## config.mk

```make
export PLATFORM = sky130hd
export DESIGN_NAME = dmem_arbiter
export DESIGN_NICKNAME = d
export VERILOG_FILES = /design/src/rtl/dmem_arbiter.sv
export SDC_FILE = /design/constraint.sdc
export NUM_CORES = 1
export LEC_CHECK = 0
export ABC_AREA = 1
export BUFFER_PORTS_ARGS = -buffer_cell sky130_fd_sc_hd__buf_2
export CAP_MARGIN = 30
export CELL_PAD_IN_SITES_DETAIL_PLACEMENT = 0
export CELL_PAD_IN_SITES_GLOBAL_PLACEMENT = 1
export CORE_MARGIN = 2
export CORE_UTILIZATION = 30
export CTS_CLUSTER_DIAMETER = 150
export DETAILED_ROUTE_END_ITERATION = 6
export PLACE_DENSITY = 0.79
export SETUP_SLACK_MARGIN = 0.5
export SLEW_MARGIN = 10
export SYNTH_ARGS = -nofsm -noshare
export SYNTH_HDL_FRONTEND = slang
export SYNTH_SLANG_ARGS = --single-unit
```

## constraint.sdc

```tcl
create_clock -name clk100 -period 2 [get_ports clk100]
set_input_delay 0.3 -clock clk100 [delete_from_list [all_inputs] [get_ports clk100]]
set_output_delay 0.3 -clock clk100 [all_outputs]
set_load 0.02 [all_outputs]
```

## src/rtl/dmem_arbiter.sv

```systemverilog
// dmem_arbiter: shares one data-memory port between the CPU and a DMA loader.
// The CPU wins by default; a starved DMA request forces a two-cycle CPU stall.
module dmem_arbiter #(
    parameter int STARVE_LIMIT = 8,
    parameter int CNT_WID      = 4
) (
    input  logic        clk100,
    input  logic        reset,
    input  logic        cpu_rd_en,
    input  logic        cpu_wr_en,
    input  logic [15:0] cpu_rd_addr,
    input  logic [15:0] cpu_wr_addr,
    input  logic [7:0]  cpu_wr_data,
    output logic [7:0]  cpu_rd_data,
    output logic        cpu_stall,
    input  logic        dma_req,
    input  logic        dma_we,
    input  logic [15:0] dma_addr,
    input  logic [7:0]  dma_wdata,
    output logic        dma_ack,
    output logic [7:0]  dma_rdata,
    output logic [15:0] mem_rd_addr,
    output logic [15:0] mem_wr_addr,
    output logic [7:0]  mem_wr_data,
    output logic        mem_wr_en,
    input  logic [7:0]  mem_dout
);

    typedef enum logic [1:0] {
        IDLE    = 2'd0,
        DMA_ACC = 2'd1,
        DMA_CAP = 2'd2,
        DMA_ACK = 2'd3
    } state_t;

    localparam logic [CNT_WID-1:0] LIMIT = CNT_WID'(STARVE_LIMIT);

    state_t             state_q, state_d;
    logic [CNT_WID-1:0] starve_cnt_q, starve_cnt_d;
    logic [15:0]        addr_q, addr_d;
    logic [7:0]         wdata_q, wdata_d;
    logic               we_q, we_d;
    logic [7:0]         rdata_q, rdata_d;
    logic               cpu_busy;
    logic               starved;
    logic               grant;
    logic               wr_en_sel;

    assign cpu_busy = cpu_rd_en | cpu_wr_en;
    assign starved  = (starve_cnt_q == LIMIT);
    assign grant    = (state_q == IDLE) && dma_req
                   && (!cpu_busy || starved);

    // Next state, starvation counting and capture of the granted request.
    always_comb begin
        state_d      = state_q;
        starve_cnt_d = starve_cnt_q;
        addr_d       = addr_q;
        wdata_d      = wdata_q;
        we_d         = we_q;
        rdata_d      = rdata_q;
        unique case (state_q)
            IDLE: begin
                if (grant) begin
                    state_d      = DMA_ACC;
                    starve_cnt_d = '0;
                    addr_d       = dma_addr;
                    wdata_d      = dma_wdata;
                    we_d         = dma_we;
                end else if (!dma_req) begin
                    starve_cnt_d = '0;
                end else if (!starved) begin
                    starve_cnt_d = starve_cnt_q + CNT_WID'(1);
                end
            end
            DMA_ACC: state_d = DMA_CAP;
            DMA_CAP: begin
                state_d = DMA_ACK;
                if (!we_q) begin
                    rdata_d = mem_dout;
                end
            end
            DMA_ACK: state_d = IDLE;
        endcase
    end

    // Memory port steering: CPU pass-through except while DMA owns it.
    always_comb begin
        mem_rd_addr = cpu_rd_addr;
        mem_wr_addr = cpu_wr_addr;
        mem_wr_data = cpu_wr_data;
        wr_en_sel   = cpu_wr_en;
        unique case (state_q)
            DMA_ACC: begin
                mem_rd_addr = addr_q;
                mem_wr_addr = addr_q;
                mem_wr_data = wdata_q;
                wr_en_sel   = we_q;
            end
            DMA_CAP: begin
                mem_rd_addr = addr_q;
                mem_wr_addr = addr_q;
                mem_wr_data = wdata_q;
                wr_en_sel   = 1'b0;
            end
            IDLE, DMA_ACK: ;
        endcase
    end

    // Reset gates the write strobe without waiting for a clock edge.
    assign mem_wr_en   = wr_en_sel & ~reset;
    assign cpu_stall   = (state_q == DMA_ACC) || (state_q == DMA_CAP);
    assign dma_ack     = (state_q == DMA_ACK);
    assign dma_rdata   = rdata_q;
    assign cpu_rd_data = mem_dout;

    // State and datapath registers; reset aborts any access in flight.
    always_ff @(posedge clk100 or posedge reset) begin
        if (reset) begin
            state_q      <= IDLE;
            starve_cnt_q <= '0;
            addr_q       <= '0;
            wdata_q      <= '0;
            we_q         <= 1'b0;
            rdata_q      <= '0;
        end else begin
            state_q      <= state_d;
            starve_cnt_q <= starve_cnt_d;
            addr_q       <= addr_d;
            wdata_q      <= wdata_d;
            we_q         <= we_d;
            rdata_q      <= rdata_d;
        end
    end

endmodule

```

==> results of run 1 <==
==> power by group through the flow <==
| stage | clock network, mW | logic, mW | registers (mW) |
|---|---|---|---|
| CTS | 0.691 | 6.63 | 1.43 |
| floorplan | 0 | 3.93 | 1.49 |
| global placement | 0 | 5.01 | 1.43 |
| global route | 0.728 | 7.68 | 1.51 |
| finish | 0.682 | 7.24 | 1.45 |
| detailed placement | 0 | 5.07 | 1.44 |
==> layer usage <==
metal  track usage (%)  vias to the layer above
li1                  -                     1167
met4              5.56                        0
met1              20.3                     1119
met5                 0                        -
met2              30.7                       84
met3              3.57                        6
==> final timing paths <==
kind / startpoint / endpoint / slack [ns] / cells past startpoint
worst max register to register: state_q[0] / dma_rdata[3] / 0.55 / 5
max in group asynchronous: reset / starve_cnt_q[2] / 1.48 / 3
min in group clk100: dma_wdata[1] / wdata_q[1] / 0.23 / 3
worst min register to register: wdata_q[2] / wdata_q[2] / 0.49 / 2
worst min-delay path: reset / state_q[0] / 0.17 / 3
worst max-delay path: state_q[1] / mem_wr_data[3] / 0.008 / 5
==> through the flow <==
step	cells	worst slack (ns)	TNS (ns)	cell area (sq um)
global placement	497	0.221	0	3400
finish	527	0.00818	0	4150
floorplan	278	0.422	0	2720
CTS	522	0.00684	0	3930
global route	527	-0.0607	-0.514	4150
detailed placement	497	0.161	0	3400
==> cells in the mapped netlist, drive strengths merged <==
cell type / count
inv: 43
or2: 2
xor2: 1
dfrtp: 39
a21oi: 1
buf: 16
nand3: 30
nand2: 81
mux2: 16
o21ai: 35
ha: 7
clkbuf: 4
xnor2: 1
o22ai: 1
clkinv: 1
==> worst register-to-register path, cell delays in order, from the launching register on <==
cell and delay, ns:
dfrtp_1 0.38, inv_2 0.07, buf_4 0.14, ha_1 0.21, nand2_2 0.18, mux2_2 0.36
==> registers in the layout (all words and copies together), names as in the netlist <==
name and cells:
dma_rdata 8, state_q 2, starve_cnt_q 4, wdata_q 8, we_q 1, addr_q 16
==> logic make-up after synthesis <==
logic type      share of synthesized area, %
buf+inv                                 13.4
mux                                     7.91
flops                                   42.8
simple gates                            23.1
fa+ha+maj                               3.84
compound gates                          8.18
xor+xnor                               0.769
==> layout make-up <==
class,instances,area [sq um],share of cell area (%)
Multi-Input combinational cell,177,1480,35.7
Tap cell,99,124,2.99
Clock buffer,6,82.6,1.99
Inverter,44,181,4.37
Timing Repair inverter,1,8.76,0.211
Sequential cell,39,976,23.5
Timing Repair Buffer,159,1260,30.4
Clock inverter,2,35.0,0.845
==> timing repair <==
action,in CTS,in global routing
resized for setup,69,42
buffers inserted,12,3
pin swaps,12,7
cloned,5,2
setup endpoints to repair,71,63
==> results.sh, run 1 <==
export IMPL_synthTopCellsByArea="dfrtp_1 43%, nand2_1 11%, mux2_2 7.9%, o21ai_0 7.7%, inv_1 6.9%"
export IMPL_status="completed"
export IMPL_cap_violations=0
export IMPL_cts_hold_buf=0
export IMPL_routed_wl_microns=7290
export IMPL_crit_fanout=7
export IMPL_hold_ws_ns=0.170
export IMPL_antenna_found_initial=0
export IMPL_met1_length_microns=3040
export IMPL_syn_avg_cell_area_sq_um=8.20
export IMPL_die_area_sq_um=8310
export IMPL_nets=512
export IMPL_wl_met3_microns=393
export IMPL_syn_inst=278
export IMPL_cts_max_path_buffers=2
export IMPL_drc=0
export IMPL_overflow=0
export IMPL_fin_skew_ns=0.00704
export IMPL_fmax_ghz=0.502
export IMPL_path_cells="inv_2, ha_4, buf_8, mux2_4, buf_6"
export IMPL_antenna_left=0
export IMPL_grt_usage_pct=17.1
export IMPL_rsz0062_at_grt="true"
export IMPL_leakage_nw=2.18
export IMPL_final_cell_mix="93 x buf_2, 53 x nand2_1, 43 x buf_6"
export IMPL_fp_dieW_microns=91.2
export IMPL_p_seq_share_pct=15.5
export IMPL_clock_sinks=39
export IMPL_synth_seq_cells=39
export IMPL_ios=137
export IMPL_p_switching_mw=4.11
export IMPL_maxSlewViolCount=0
export IMPL_n_fill_cell=647
export IMPL_path_buf_inv=3
export IMPL_hold_viol_final=0
export IMPL_layout_cells_most_common="buf_2"
export IMPL_final_core_util_pct=56.9
export IMPL_drive_gt1_share_pct=60.3
export IMPL_place_congestion=0.743
export IMPL_tritoncts="done"
export IMPL_io_buffers=136
export IMPL_power_mw=9.37
export IMPL_setup_viol_count_final=0
export IMPL_numCtsBuffers=5
export IMPL_arrival_ns=1.69
export IMPL_yosys_area_top_type="dfrtp_1"
export IMPL_cts_htree_levels=2
export IMPL_cp_start_kind="register"
export IMPL_synth_cell_types=22
export IMPL_viasPerCell=4.51
export IMPL_max_slew_margin_pct=67.3
export IMPL_fin_crit_ns=1.99
export IMPL_critPathTopFamily="flip-flops"
export IMPL_critPathKind="register to primary output"
export IMPL_fp_coreArea_sq_um=7290
export IMPL_cpMaxStageDelayCell="dfrtp_1"
export IMPL_routedWlPerCell_microns=13.8
export IMPL_drt_pass1_iter_count=5
export IMPL_place_hpwl_microns=4610
export IMPL_slowest_delay_ns=0.38
export IMPL_wl_met2_microns=3750
export IMPL_seq_area_frac_synth_pct=42.8
export IMPL_tightestPinTransition_ns=0.490
export IMPL_rows=31
export IMPL_synth_nets=363
export IMPL_diodes=0
export IMPL_vias=2376
export IMPL_p_per_area_nw_per_um2=2260
export IMPL_synth_area_sq_um=2280
export IMPL_irDropWorstVdd_v=0.000971
export IMPL_intPower_mw=5.26
export IMPL_die_height_microns=91.2
export IMPL_synth_top_area_share_pct=42.8
export IMPL_clockRootBuffer="clkbuf_8"
export IMPL_timing_final_crit_share_pct=99.6
export IMPL_drt_iter0_drc=52
export IMPL_syn_to_final_growth_pct=82.0
export IMPL_initial_core_util_pct=31.2
export IMPL_grt_max_degree=40
export IMPL_clk_latency_ns=0.29
export IMPL_ys_warn_count=0
export IMPL_comb_power_share_pct=77.2
export IMPL_switching_share_pct=43.9
export IMPL_grt_pass1_vias=2422
export IMPL_crit_path_end_kind="primary output"
export IMPL_hold_class="input pin to asynchronous set/reset pin"
export IMPL_clockPowerShare_pct=7.3
export IMPL_dr_max_layer_used="met4"
export IMPL_crit_required_ns=1.70
export IMPL_grt_pass1_wl_microns=11400
export IMPL_clk_pin_slew_worst_paths_ns=0.08
Power figures use the tool's default switching activity.
==> run 2, diff against run 1 <==
--- a/config.mk
+++ b/config.mk
@@ -11,10 +11,11 @@
 export CELL_PAD_IN_SITES_DETAIL_PLACEMENT = 0
 export CELL_PAD_IN_SITES_GLOBAL_PLACEMENT = 1
 export CORE_MARGIN = 2
-export CORE_UTILIZATION = 30
+export CORE_UTILIZATION = 27
+export CTS_BUF_LIST = sky130_fd_sc_hd__clkbuf_16
 export CTS_CLUSTER_DIAMETER = 150
 export DETAILED_ROUTE_END_ITERATION = 6
-export PLACE_DENSITY = 0.79
+export PLACE_DENSITY = 0.75
 export SETUP_SLACK_MARGIN = 0.5
 export SLEW_MARGIN = 10
 export SYNTH_ARGS = -nofsm -noshare
==> constraint.sdc (replaced) <==
create_clock -name clk100 -period 1.6 [get_ports clk100]
set_input_delay 0.24 -clock clk100 [delete_from_list [all_inputs] [get_ports clk100]]
set_output_delay 0.24 -clock clk100 [all_outputs]
set_load 0.02 [all_outputs]
==> run 2 against run 1 <==
  * The flow now finishes with violations (negative setup slack)
  * Register-to-register slack got worse by 0.33 ns
  * Critical path depth unchanged
  * Via count rose by 2.9%
  * Cell count increased by 5.3%
  * Combinational power is 40% higher
  * Design area grew 17%
  * Worst hold slack worse by 0.042 ns
  * Total power rose by 39%
  * Routed wire length is 8.8% higher
  * Critical path type unchanged
  * Clock skew decreased by 0.0051 ns
  * Utilization grew 2.1 points
==> results.sh, run 2 (synthesis gave the netlist of run 1 again) <==
export IMPL_hold_class="input pin to asynchronous set/reset pin"
export IMPL_die_height_microns=95.9
export IMPL_violations="negative setup slack"
export IMPL_routed_wl_microns=7930
export IMPL_drt_iter0_drc=46
export IMPL_drt_pass1_iter_count=4
export IMPL_overflow=0
export IMPL_rsz0062_at_grt="true"
export IMPL_irDropWorstVdd_v=0.00117
export IMPL_status="finished with violations"
export IMPL_n_fill_cell=703
export IMPL_hold_ws_ns=0.128
export IMPL_ios=137
export IMPL_numCtsBuffers=5
export IMPL_p_per_area_nw_per_um2=2690
export IMPL_cts_hold_buf=0
export IMPL_use_met3_pct=4.54
export IMPL_hold_viol_final=0
export IMPL_fin_crit_ns=1.90
export IMPL_cap_violations=0
export IMPL_io_buffers=136
export IMPL_fp_coreArea_sq_um=8220
export IMPL_crit_required_ns=1.36
export IMPL_timing_final_crit_share_pct=119
export IMPL_clock_sinks=39
export IMPL_crit_path_end_kind="primary output"
export IMPL_cp_start_kind="register"
export IMPL_initial_core_util_pct=27.7
export IMPL_final_core_util_pct=58.9
export IMPL_multi_input_area_sq_um=1880
export IMPL_diodes=0
export IMPL_power_mw=13.0
export IMPL_viasPerCell=4.40
export IMPL_instances_no_fill=555
export IMPL_setup_tns_ns=-9.96
export IMPL_use_met2_pct=29.2
export IMPL_antenna_left=0
export IMPL_dp_cells=515
export IMPL_nets=534
export IMPL_grt_usage_pct=16.6
export IMPL_seq_area_sq_um=976
export IMPL_vias=2444
export IMPL_rows=33
export IMPL_drive_gt1_share_pct=72.7
export IMPL_layout_cells_most_common="buf_2"
export IMPL_die_area_sq_um=9190
export IMPL_place_hpwl_microns=5030
export IMPL_clk_latency_ns=0.28
export IMPL_gr_max_usage_layer="met2"
export IMPL_critPathKind="register to primary output"
export IMPL_cts_max_path_buffers=2
export IMPL_final_cell_mix="98 x buf_2, 46 x buf_6, 39 x dfrtp_1"
export IMPL_clockRootBuffer="clkbuf_16"
export IMPL_largest_register="addr_q"
export IMPL_drc=0
export IMPL_reg2reg_slack_ns=0.22
export IMPL_leakage_nw=2.41
export IMPL_arrival_ns=1.66
export IMPL_crit_fanout=9
export IMPL_reg2reg_depth=8
export IMPL_place_congestion=0.703
export IMPL_grt_max_degree=40
export IMPL_largest_register_ffs=16
export IMPL_setup_viol_count_final=42
export IMPL_tightestPinTransition_ns=0.517
export IMPL_cts_htree_levels=2
export IMPL_met1_usage_pct=20.1
export IMPL_syn_to_final_growth_pct=113
export IMPL_fmax_ghz=0.527
export IMPL_tritoncts="done"
export IMPL_clk_pin_slew_worst_paths_ns=0.06
export IMPL_fp_dieW_microns=95.9
export IMPL_max_slew_margin_pct=65.6
export IMPL_fin_skew_ns=0.00189
export IMPL_maxSlewViolCount=0
export IMPL_antenna_found_initial=0
export IMPL_grt_pass1_vias=2506
export IMPL_grt_pass1_wl_microns=11700
export IMPL_routedWlPerCell_microns=14.3
export IMPL_setup_ws_ns=-0.299
## run 2: power by group
group          switching [mW]  internal, mW
clock network           0.389         0.569
registers               0.516          1.47
logic                    4.93          5.17
## run 2: layout make-up
type,instances,area share [%]
clock buffer,5,2.58
clock inverter,3,0.310
inverter,44,3.75
multi-input combinational,178,38.9
sequential,39,20.2
tap,105,2.71
timing repair buffer,181,31.6
## run 2: stage by stage
stage / area, sq um / setup WS (ns)
after global placement: 3550 / 0.0226
after detailed placement: 3550 / 0.00874
final: 4840 / -0.299
after global routing: 4840 / -0.367
after CTS: 4470 / -0.277
after floorplan: 2750 / 0.0820
## run 2: worst paths after layout
check / from / end
worst max-delay path: state_q[1] / mem_wr_data[5]
worst min-delay path: reset / dma_rdata[4]
worst max register to register: state_q[1] / state_q[0]
worst min register to register: addr_q[8] / addr_q[8]
max in group asynchronous: reset / addr_q[5]
min in group clk100: dma_wdata[5] / wdata_q[5]
## run 2: worst max-delay path, stage by stage, from the launching register on
cell and delay (ns):
dfrtp_1 0.37, inv_2 0.07, ha_4 0.33, buf_12 0.15, mux2_4 0.30, buf_2 0.16
## run 2: timing repair
action                                 CTS  global route
setup endpoints to repair               82            82
cloned                                   7             0
pin swaps                               10            23
gates resized for setup                127            62
setup buffers                           15            10
endpoints found under the hold margin    0             0
## run 2: per-layer routing
layer	wire [microns]	share of wire, %	up-vias
met5	0	0	-
met3	474	6.0	10
met4	85	1.1	0
met2	4180	53	88
met1	3190	40	1128
li1	-	-	1218
